**src/rtl/mmio_uart_tx.sv**
```systemverilog
// rtl/mmio_uart_tx.sv - memory-mapped 8N1 UART transmitter with 4-entry byte FIFO
module mmio_uart_tx #(
    parameter int unsigned DEFAULT_DIV = 868,
    parameter logic [31:0] BASE_ADDR   = 32'h0000_0400
) (
    input  logic        clk,
    input  logic        rst,
    input  logic [31:0] dataadr,
    input  logic [31:0] writedata,
    input  logic        memwrite,
    output logic [31:0] rdata,
    output logic        sel,
    output logic        tx
);
    typedef enum logic [1:0] {IDLE, START, DATA, STOP} state_t;

    localparam logic [29:0] W_TX   = BASE_ADDR[31:2];
    localparam logic [29:0] W_STAT = W_TX + 30'd1;
    localparam logic [29:0] W_DIV  = W_TX + 30'd2;

    state_t      state, state_d;
    logic [7:0]  fifo [4];
    logic [1:0]  wr_ptr, rd_ptr;
    logic [2:0]  count;
    logic        ovf;
    logic [15:0] div, cnt, cnt_d;
    logic [7:0]  shreg, shreg_d;
    logic [2:0]  bit_idx, bit_idx_d;
    logic        pop, push, tx_d;
    logic        hit_tx, hit_stat, hit_div, wr_tx, full, empty, busy;

    logic unused_bits;
    assign unused_bits = &{1'b0, dataadr[1:0], writedata[31:16]};

    assign hit_tx   = (dataadr[31:2] == W_TX);
    assign hit_stat = (dataadr[31:2] == W_STAT);
    assign hit_div  = (dataadr[31:2] == W_DIV);
    assign sel      = hit_tx | hit_stat | hit_div;

    assign full  = (count == 3'd4);
    assign empty = (count == 3'd0);
    assign busy  = (state != IDLE);

    // A full FIFO still accepts a byte when the head leaves on the same edge.
    assign wr_tx = memwrite & hit_tx;
    assign push  = wr_tx & (~full | pop);

    always_comb begin
        rdata = 32'b0;
        if (hit_stat)
            rdata = {28'b0, ovf, busy, empty, full};
        else if (hit_div)
            rdata = {16'b0, div};
    end

    always_comb begin
        state_d   = state;
        cnt_d     = cnt;
        shreg_d   = shreg;
        bit_idx_d = bit_idx;
        pop       = 1'b0;
        case (state)
            IDLE: begin
                if (!empty) begin
                    pop       = 1'b1;
                    shreg_d   = fifo[rd_ptr];
                    cnt_d     = div - 16'd1;
                    bit_idx_d = 3'd0;
                    state_d   = START;
                end
            end
            START: begin
                if (cnt == 16'd0) begin
                    state_d = DATA;
                    cnt_d   = div - 16'd1;
                end else begin
                    cnt_d = cnt - 16'd1;
                end
            end
            DATA: begin
                if (cnt == 16'd0) begin
                    cnt_d = div - 16'd1;
                    if (bit_idx == 3'd7) begin
                        state_d = STOP;
                    end else begin
                        shreg_d   = shreg >> 1;
                        bit_idx_d = bit_idx + 3'd1;
                    end
                end else begin
                    cnt_d = cnt - 16'd1;
                end
            end
            STOP: begin
                if (cnt == 16'd0) begin
                    // Chain straight into the next frame when data is waiting.
                    if (!empty) begin
                        pop       = 1'b1;
                        shreg_d   = fifo[rd_ptr];
                        cnt_d     = div - 16'd1;
                        bit_idx_d = 3'd0;
                        state_d   = START;
                    end else begin
                        state_d = IDLE;
                    end
                end else begin
                    cnt_d = cnt - 16'd1;
                end
            end
            default: state_d = IDLE;
        endcase

        case (state_d)
            START:   tx_d = 1'b0;
            DATA:    tx_d = shreg_d[0];
            default: tx_d = 1'b1;
        endcase
    end

    always_ff @(posedge clk) begin
        if (rst) begin
            state   <= IDLE;
            tx      <= 1'b1;
            wr_ptr  <= 2'd0;
            rd_ptr  <= 2'd0;
            count   <= 3'd0;
            ovf     <= 1'b0;
            div     <= 16'(DEFAULT_DIV);
            cnt     <= 16'd0;
            shreg   <= 8'd0;
            bit_idx <= 3'd0;
        end else begin
            state   <= state_d;
            tx      <= tx_d;
            cnt     <= cnt_d;
            shreg   <= shreg_d;
            bit_idx <= bit_idx_d;
            if (push)
                wr_ptr <= wr_ptr + 2'd1;
            if (pop)
                rd_ptr <= rd_ptr + 2'd1;
            count <= count + {2'b0, push} - {2'b0, pop};
            if (wr_tx && !push)
                ovf <= 1'b1;
            else if (memwrite && hit_stat)
                ovf <= 1'b0;
            if (memwrite && hit_div)
                div <= (writedata[15:0] == 16'd0) ? 16'd1 : writedata[15:0];
        end
    end

    always_ff @(posedge clk) begin
        if (push)
            fifo[wr_ptr] <= writedata[7:0];
    end
endmodule

```
**config.mk**
```make
export PLATFORM = sky130hd
export DESIGN_NAME = mmio_uart_tx
export DESIGN_NICKNAME = d
export VERILOG_FILES = /design/src/rtl/mmio_uart_tx.sv
export SDC_FILE = /design/constraint.sdc
export NUM_CORES = 1
export LEC_CHECK = 0
export CORE_UTILIZATION = 50
export DETAILED_ROUTE_END_ITERATION = 6
export GPL_ROUTABILITY_DRIVEN = 0
export PLACE_DENSITY = 0.78
export RECOVER_POWER = 50
export SETUP_SLACK_MARGIN = 0.1
export SLEW_MARGIN = 25
export SYNTH_ARGS = -nofsm -noshare
export SYNTH_HDL_FRONTEND = slang
export SYNTH_SLANG_ARGS = --single-unit
```
**constraint.sdc**
```tcl
create_clock -name clk -period 4.1 [get_ports clk]
set_input_delay 0.82 -clock clk [delete_from_list [all_inputs] [get_ports clk]]
set_output_delay 0.82 -clock clk [all_outputs]
set_load 0.02 [all_outputs]
```
==> flow_summary.json <==
{
  "status": "complete, no violations",
  "reg2reg_slack_ns": 0.52,
  "p_leak_nw": 2.24,
  "p_total_mw": 3.48,
  "dpl_cell_area_mm2": 0.00570,
  "start_kind": "input pin",
  "area_growth_pct": 18.6,
  "critPathRequiredTime_ns": 3.28,
  "crit_type": "input pin to output port",
  "cp.buffers_inverters": 3,
  "start_util": 0.513,
  "final_util": 0.609,
  "clockBufferDepth": 2,
  "wl_per_cell_um": 16.1,
  "die_w_um": 102,
  "design.die.area_mm2": 0.0104,
  "nets": 653,
  "ctsHtreeMaxLevel": 3,
  "path_cells": "clkdlybuf4s50_1 -> nor4_1 -> nand4_1 -> nor4b_4 -> buf_12 -> and2_1 -> clkdlybuf4s50_1",
  "hold_viol_final": 0,
  "end_kind": "output port",
  "drtAntennaViolNets": 0,
  "ys.flop_type": "dfxtp_1",
  "grt_pass1_vias": 3956,
  "die_y_um": 102,
  "multi_input_area_mm2": 0.00268,
  "yosysSeqAreaShare": 0.417,
  "fp.coreArea_mm2": 0.00973,
  "cp.arrival_ns": 3.06,
  "ys_ff_latch": 88,
  "dp_slack_ns": 0.0845,
  "num_vias": 4123,
  "post_cts_buffers": 0,
  "clkTransAtPathRegs_ns": 0.09,
  "clockRootBuffer": "clkbuf_8",
  "slew_violations": 0,
  "slowest_delay_ns": 0.61,
  "routed_via_density": 5.82,
  "hold_end": "shreg[6]",
  "drtIter0Drc": 223,
  "antenna_found_initial": 0,
  "dr.pass1.iters": 5,
  "ios": 101,
  "dp_cells": 693,
  "clock.fmax_mhz": 258,
  "post-route-min-period_ns": 3.88,
  "critPathLaunch": "dataadr[14]",
  "synth_simple_gate_area_frac": 0.231,
  "powerDensity_mw_per_mm2": 588,
  "fillers": 830,
  "irDropWorstVdd_mv": 0.220,
  "fin_area_mm2": 0.00592,
  "crit_fanout": 18,
  "rsz0062_at_grt": "no",
  "critPathTopFamily": "buffers and inverters",
  "synth-xor-area-share": 0.0474,
  "path_depth": 7,
  "ff2ff_path_depth": 14,
  "min_period_over_period": 0.947,
  "yosysUniqueCellTypes": 68,
  "slew_headroom": 0.464,
  "syn-cell-area_mm2": 0.00499,
  "min_path_type": "flop to flop",
  "io_buffers": 66,
  "numCtsBuffers": 9,
  "synth-adder-area-share": 0.0391,
  "crit_top_cell": "clkdlybuf4s50_1",
  "setup_viol": 0,
  "drive_gt1_frac": 0.0781,
  "yosys.area.top_type": "dfxtp_1",
  "fin_ws_ns": 0.219,
  "rr_endpoint": "count[2]",
  "insertedDiodeCount": 0,
  "wirelength_um": 11400,
  "cts_tree": "done",
  "hold_slack_ns": 0.473,
  "min-delay-start": "shreg[7]",
  "place_hpwl_um": 8330,
  "async_reset_ff_frac": 0,
  "whs_path_depth": 2,
  "final_cells": 709,
  "ff_latch_area_mm2": 0.00208,
  "yosys-top-cells-area": "dfxtp_1 22%, edfxtp_1 19%, mux4_2 3.6%",
  "synth_mux_area_frac": 0.0602,
  "grt_max_degree": 54,
  "overflow": 0,
  "syn_area_per_cell_um2": 9.71,
  "cp_slowest_cell": "clkdlybuf4s50_1",
  "synth_edf_count": 32,
  "hold_buffers": 0,
  "cap_violations": 0,
  "clock_latency_ns": 0.36,
  "grt_usage": 0.233,
  "worstReg2RegStart": "cnt[0]",
  "ys.warnings.count": 0,
  "max_slew.worst_pin.slew_ns": 0.798,
  "synth_compound_area_frac": 0.148,
  "synth_top_family_by_area": "simple AND/OR/NAND/NOR gates",
  "rows": 36,
  "synth_top_area_share": 0.225,
  "route.detailed.drc": 0,
  "syn-instance-count": 514,
  "grt_pass1_wl_um": 18800,
  "cts_num_sinks": 88,
  "setup_tns_ns": 0,
  "fin_skew_ns": 0.0110
}
-- cells by family after synthesis --
family	after synthesis
mux	20
fa+ha+maj	15
flops	88
compound gates	107
xor+xnor	27
simple gates	201
buf+inv	55
other cells	1
-- where the power goes --
| part | switching (mW) | internal, mW |
|---|---|---|
| Sequential | 0.190 | 1.05 |
| Clock | 0.330 | 0.287 |
| Combinational | 0.906 | 0.723 |
| Total | 1.43 | 2.06 |
-- worst max path at each step --
stage	to
finish	rdata[11]
global route	rdata[10]
CTS	rdata[3]
detailed placement	rdata[1]
global placement	rdata[1]
floorplan	count[2]
-- cells in the mapped netlist, types with 14 or more instances --
library cell,number
a21oi_1,21
nor4_1,18
dfxtp_1,56
and2_1,19
o21ai_0,15
buf_4,16
nand2_1,37
clkbuf_1,18
edfxtp_1,32
xnor2_1,14
ha_1,14
nor2_1,42
-- cell usage in the layout (no fill, tap or decap), types with 3 or more instances in the layout --
cell	instances
o22ai_1	12
xnor2_1	14
or3_1	8
nand2_1	37
dlymetal6s2s_1	11
nand2b_1	11
nand4_1	3
and3_1	4
o211ai_1	10
a211oi_1	11
nor3b_1	8
nor3_1	10
a21oi_1	21
inv_6	3
nor4_1	18
ha_1	14
dlygate4sd3_1	9
mux4_2	8
o221ai_1	6
inv_1	13
clkdlybuf4s50_1	44
a22o_1	4
dfxtp_1	56
mux2i_1	12
edfxtp_1	32
nand3_1	12
xor2_1	13
conb_1	16
clkbuf_8	9
o21ai_0	16
buf_4	5
nor2b_1	6
a211o_1	7
nor2_1	42
and2_1	19
or2_2	5
-- routing by layer --
metal | up-vias | global-route usage | routed length [um]
li1 | 1983 | - | -
met1 | 1969 | 0.298 | 4990
met2 | 146 | 0.387 | 5590
met3 | 25 | 0.0383 | 534
met4 | 0 | 0.109 | 286
met5 | - | 0 | 0
-- timing repair --
item	in CTS	in global routing
cloned	0	0
resized for setup	2	11
setup endpoints to repair	4	15
pin swaps	1	1
-- worst reg2reg max path, cell delays in order (launching register included) --
cell and delay [ns]:
dfxtp_1 0.35, inv_1 0.06, ha_1 0.19, nor4b_1 0.42
nand4_1 0.47, a2bb2oi_1 0.30, or2_2 0.38, nor2_1 0.20
o21bai_1 0.15, ha_1 0.17, inv_1 0.05, fa_1 0.37
xor2_1 0.17, xnor2_1 0.13, nor2_1 0.05
-- registers in the layout, summed over array words and instances (netlist names), named ones only --
register / cells
shreg: 8
bit_idx: 3
fifo: 32
count: 3
tx: 1
cnt: 16
wr_ptr: 2
rd_ptr: 2
div: 16
state: 2
ovf: 1
-- area by class of cell --
class | count | area share
Sequential cell | 88 | 0.352
Clock buffer | 9 | 0.0209
Timing Repair Buffer | 73 | 0.126
Inverter | 13 | 0.00824
Clock inverter | 7 | 0.0129
Multi-Input combinational cell | 386 | 0.453
Tap cell | 133 | 0.0281
Note: power is estimated with default switching activity, not from simulation.
==> RTL edit 1 (config.mk and constraints unchanged) <==
Put a register stage on the output `rdata`, with the module's reset. The value now appears one clock later. The other outputs are not delayed to match.
--- a/src/rtl/mmio_uart_tx.sv
+++ b/src/rtl/mmio_uart_tx.sv
@@ -18,4 +18,6 @@
     localparam logic [29:0] W_STAT = W_TX + 30'd1;
     localparam logic [29:0] W_DIV  = W_TX + 30'd2;
+
+    logic [31:0] rdata_d;
 
     state_t      state, state_d;
@@ -47,9 +49,9 @@
 
     always_comb begin
-        rdata = 32'b0;
+        rdata_d = 32'b0;
         if (hit_stat)
-            rdata = {28'b0, ovf, busy, empty, full};
+            rdata_d = {28'b0, ovf, busy, empty, full};
         else if (hit_div)
-            rdata = {16'b0, div};
+            rdata_d = {16'b0, div};
     end
 
@@ -153,4 +155,12 @@
             fifo[wr_ptr] <= writedata[7:0];
     end
+    always_ff @(posedge clk) begin
+        if (rst) begin
+            rdata <= '0;
+        end else begin
+            rdata <= rdata_d;
+        end
+    end
+
 endmodule
 
Formal check against the unedited RTL: not equivalent (Yosys sat finds a counterexample within 4 cycles, from zero or initial values and one cycle with rst high).
==> RTL edit 1 against the original RTL <==
  * Sequential share of layout area grew 3.5 points
  * Clock skew grew 0.0071 ns
  * Setup slack gained 0.29 ns
  * Cell area grew 4.9%
  * Area after synthesis grew 6.6%
  * Sequential cell count grew 16
  * Routed wire length grew 8.3%
  * Critical path type unchanged
Power is not compared: it rests on default switching activity, and its combinational part moved more than twofold at a synthesized area within 25%.
==> RTL edit 1: results (changes against the original RTL) <==
Layout
  – Fillcell total: 844 (+1.7%)
  – Total Nets Final: 688 (+5.4%)
  – Post-Layout Cell Count: 747 (+5.4%)
  – Layout cell share with drive strength beyond 1: 0.0818 (+0.00371)

Global routing
  – M2 GR Usage: 0.377 (-0.00968)
  – Met1 track demand over resource: 0.311 (+0.0133)
  – Number of global-route vias before repair: 4136 (+4.6%)
  – Pin count of the biggest net entering global routing: 29 (-46%)
  – GRT Overall Usage: 0.230 (-0.00308)
  – Met3 usage: 0.0331 (-0.00524)

Setup path
  – Maximum fanout along the worst path: 3 (-15)
  – Crit path arrival time: 2.77 ns (-0.29 ns)
  – Max incr delay on CP: 0.64 ns (+0.03 ns)
  – Flop2flop setup slack: 0.63 ns (+0.11 ns)

Synthesis
  – Synth cell count leaders: 72 x dfxtp_1, 62 x nor2_1, 32 x edfxtp_1, 30 x a21oi_1, 27 x nand2_1
  – Main synth FF type: dfxtp_1
  – Synth area leaders: dfxtp_1 27%, edfxtp_1 18%, nor2_1 4.4%
  – Sequential area share after synthesis: 0.452 (+0.0344)
  – Synth unique cells: 66 (-2.9%)

Place
  – Inst Count DP: 731 (+5.5%)
  – Hpwl dp: 8890 um (+6.7%)
  – DP Worst Slack: 0.503 ns (+0.419 ns)

Hold path
  – Min-delay src: ovf
  – Worst Hold Path EP: ovf

Run status
  – Status: finished clean

Timing
  – Setup Skew: 0.0182 ns (+0.00715 ns)
  – Pin slew with the least headroom to its limit: 1.04 ns (+0.245 ns)
  – Worst Hold Slack: 0.457 ns (-0.0166 ns)

Route
  – Routed wire length: 12300 um (+8.3%)
  – Initial DRC Count: 328 (+47%)
  – Vias: 4371 (+6.0%)
  – DRT Pass-1 Iters: 4 (-1)

CTS
  – PostCTS Resize Cnt: 0 (-2)
  – Clk Latency, worst-skew pair: 0.38 ns (+0.02 ns)

Floorplanning
  – Initial Util: 0.515 (+0.00234)
## RTL edit 1: cell types whose count changed after synthesis, sizes merged, moves of 4 or more
cell / before / now
o211ai: 10 / 6
mux2i: 12 / 7
nor3b: 8 / 4
a211o: 7 / 0
nor2: 42 / 62
a22oi: 1 / 11
a21oi: 21 / 31
o21ba: 0 / 6
nand2: 37 / 28
dfxtp: 56 / 72
inv: 13 / 17
nand3b: 0 / 4
o221ai: 6 / 0
clkbuf: 18 / 22
## RTL edit 1: power by group
| group | switching (mW) | internal, mW |
|---|---|---|
| Sequential | 0.0128 | 1.07 |
| Combinational | 0.287 | 0.162 |
| Clock | 0.409 | 0.243 |
| Total | 0.709 | 1.48 |
## RTL edit 1: layout make-up
cell class | instances | area [um^2] | share of cell area
inverter | 17 | 63.8 | 0.0103
multi-input combinational | 399 | 2650 | 0.427
clock buffer | 9 | 124 | 0.0199
sequential | 104 | 2400 | 0.387
tap | 136 | 170 | 0.0274
clock inverter | 7 | 77.6 | 0.0125
timing repair buffer | 75 | 724 | 0.117
## RTL edit 1: worst max-delay path by stage
stage / from / end / slack (ns) / cells after the start
5_1_grt: dataadr[5] / sel / 0.32 / 5
3_5_place_dp: dataadr[5] / count[2] / 0.50 / 13
2_1_floorplan: cnt[0] / count[2] / 0.73 / 15
6_report: dataadr[5] / sel / 0.51 / 5
3_3_place_gp: dataadr[5] / count[2] / 0.60 / 13
4_1_cts: dataadr[5] / sel / 0.60 / 5
## RTL edit 1: logic make-up after synthesis
group           share of synthesized area
buf+inv                            0.0588
fa+ha+maj                          0.0367
other cells                      0.000705
flops                               0.452
simple gates                        0.202
xor+xnor                           0.0461
mux                                0.0513
compound gates                      0.153
## RTL edit 1: layer usage
metal  vias up  wire length (um)
li1       2087                 -
met1      2097              5700
met2       175              5840
met3        12               648
met4         0               155
met5         -                 0
==> RTL edit 2 (same settings) <==
Made on the original files. Set the parameter `DEFAULT_DIV` to 434 (it was 868).
--- a/src/rtl/mmio_uart_tx.sv
+++ b/src/rtl/mmio_uart_tx.sv
@@ -1,5 +1,5 @@
 // rtl/mmio_uart_tx.sv - memory-mapped 8N1 UART transmitter with 4-entry byte FIFO
 module mmio_uart_tx #(
-    parameter int unsigned DEFAULT_DIV = 868,
+    parameter int unsigned DEFAULT_DIV = 434,
     parameter logic [31:0] BASE_ADDR   = 32'h0000_0400
 ) (
Behaviour: not the same (a bounded check fails within 4 cycles, from zero or initial values and one cycle with rst high).
==> RTL edit 2 against the original RTL <==
  * Setup slack gained 0.083 ns
  * Critical path depth grew 2
  * Sequential cell count is the same
  * Routed wire length grew 3.8%
  * Clock power grew 15%
  * Area after synthesis shrank 0.53%
  * Power shrank 4.6%
  * Cell area shrank 0.13%
==> RTL edit 2: results (changes against the original RTL) <==
Setup path
  – Crit path arrival time: 2.98 ns (-0.08 ns)
  – Critical Path Start: dataadr[5]
  – Flop2flop setup slack: 0.79 ns (+0.27 ns)
  – Worst r2r src: cnt[1]
  – Worst-case reg-to-reg path depth: 15 (+1)
  – CP Capture Point: rdata[1]
  – Maximum fanout along the worst path: 3 (-15)

Place
  – DP Worst Slack: 0.0284 ns (-0.0561 ns)
  – Inst Count DP: 690 (-0.43%)
  – Hpwl dp: 8390 um (+0.66%)
  – Area of placed instances: 5660 um^2 (-0.61%)

Layout
  – Total Nets Final: 653 (unchanged)
  – Layout cell share with drive strength beyond 1: 0.0816 (+0.00347)

Synthesis
  – Synth area leaders: dfxtp_1 23%, edfxtp_1 19%, mux4_2 3.6%
  – Synth Area per Inst: 9.70 um^2 (-0.14%)
  – Sequential area share after synthesis: 0.419 (+0.00221)
  – Synth cell count leaders: 56 x dfxtp_1, 43 x nor2_1, 35 x nand2_1, 32 x edfxtp_1, 21 x a21oi_1
  – Synth unique cells: 65 (-4.4%)
  – EDFF count, synth: 32 (unchanged)
  – Synth warn: 0 (unchanged)

CTS
  – Clk Latency, worst-skew pair: 0.38 ns (+0.02 ns)
  – Clock tree buffer depth: 2 (unchanged)

Timing
  – Worst Hold Slack: 0.477 ns (+0.00329 ns)
  – Setup Skew: 0.0137 ns (+0.00269 ns)
  – Slew margin rel.: 0.543 (+0.0788)
  – Worst setup margin: 0.302 ns (+0.0829 ns)

Route
  – Initial DRC Count: 264 (+18%)
  – M1 wire length: 5030 um (+0.80%)
  – Met3 wire length: 649 um (+22%)
  – DRC: 0 (unchanged)
  – Vias: 4182 (+1.4%)
  – Routed len/inst: 16.7 um (+3.8%)
  – Routed wl met2: 5880 um (+5.1%)
  – Routed wire length: 11800 um (+3.8%)

Power and ir drop
  – Pleak: 2.13 nW (-5.0%)
  – Worst IR drop on VDD: 0.225 mV (+2.1%)

Run status
  – Status: finished clean

Hold path
  – Worst hold-check path type: flop to flop
  – Worst Hold Path EP: shreg[6]
  – Min-delay src: shreg[7]

Global routing
  – Number of global-route vias before repair: 4089 (+3.4%)
  – GRT Overall Usage: 0.245 (+0.0121)
-- RTL edit 2: cell count changes after synthesis, moves of 2 or more --
cell      unedited run  this run
nor3b_1              8         5
and2_1              19        17
nand2_1             37        35
nand4_1              2         4
nor2b_1              6         8
nor4_1              18        16
o211ai_1            10        12
or3_1                8        10
-- RTL edit 2: layer usage --
layer  global-route usage  vias up
met5                    0        -
met1                0.312     2009
li1                     -     1973
met3               0.0373       20
met4                0.123        0
met2                0.405      180
-- RTL edit 2: final cells by class --
cell class	instances	area [um^2]
fillers	793	3770
clock inverters	7	106
multi-input cells	382	2650
flip-flops and latches	88	2080
clock buffers	9	124
well taps	133	166
inverters	13	48.8
repair buffers	77	736
-- RTL edit 2: what timing repair did --
item / 4_1_cts / 5_1_grt
buffers inserted: 1 / 2
pin swaps: 1 / 2
gates resized for setup: 1 / 6
hold buffers: 0 / 0
setup endpoints to repair: 13 / 16
-- RTL edit 2: where the power goes --
group          internal, mW  total, mW  switching (mW)
Clock                 0.356      0.711           0.354
Combinational         0.626       1.44           0.809
Sequential             1.02       1.18           0.157
-- RTL edit 2: kinds of logic after synthesis --
logic type / count (synthesis) / share of synthesized area
other: 1 / 0.000755
buffers and inverters: 57 / 0.0582
XOR/XNOR: 27 / 0.0476
flip-flops: 88 / 0.419
multiplexers: 20 / 0.0605
adder cells (fa/ha/maj): 15 / 0.0393
AO/OA/AOI/OAI: 108 / 0.150
AND/OR/NAND/NOR: 196 / 0.224
-- RTL edit 2: critical path, cell delays in order --
cell,delay [ns]
clkdlybuf4s50_1,0.44
nor4b_2,0.28
nand4_1,0.20
clkbuf_1,0.17
nor2_1,0.18
and3b_1,0.21
inv_1,0.06
o21ai_0,0.25
dlygate4sd2_1,0.37
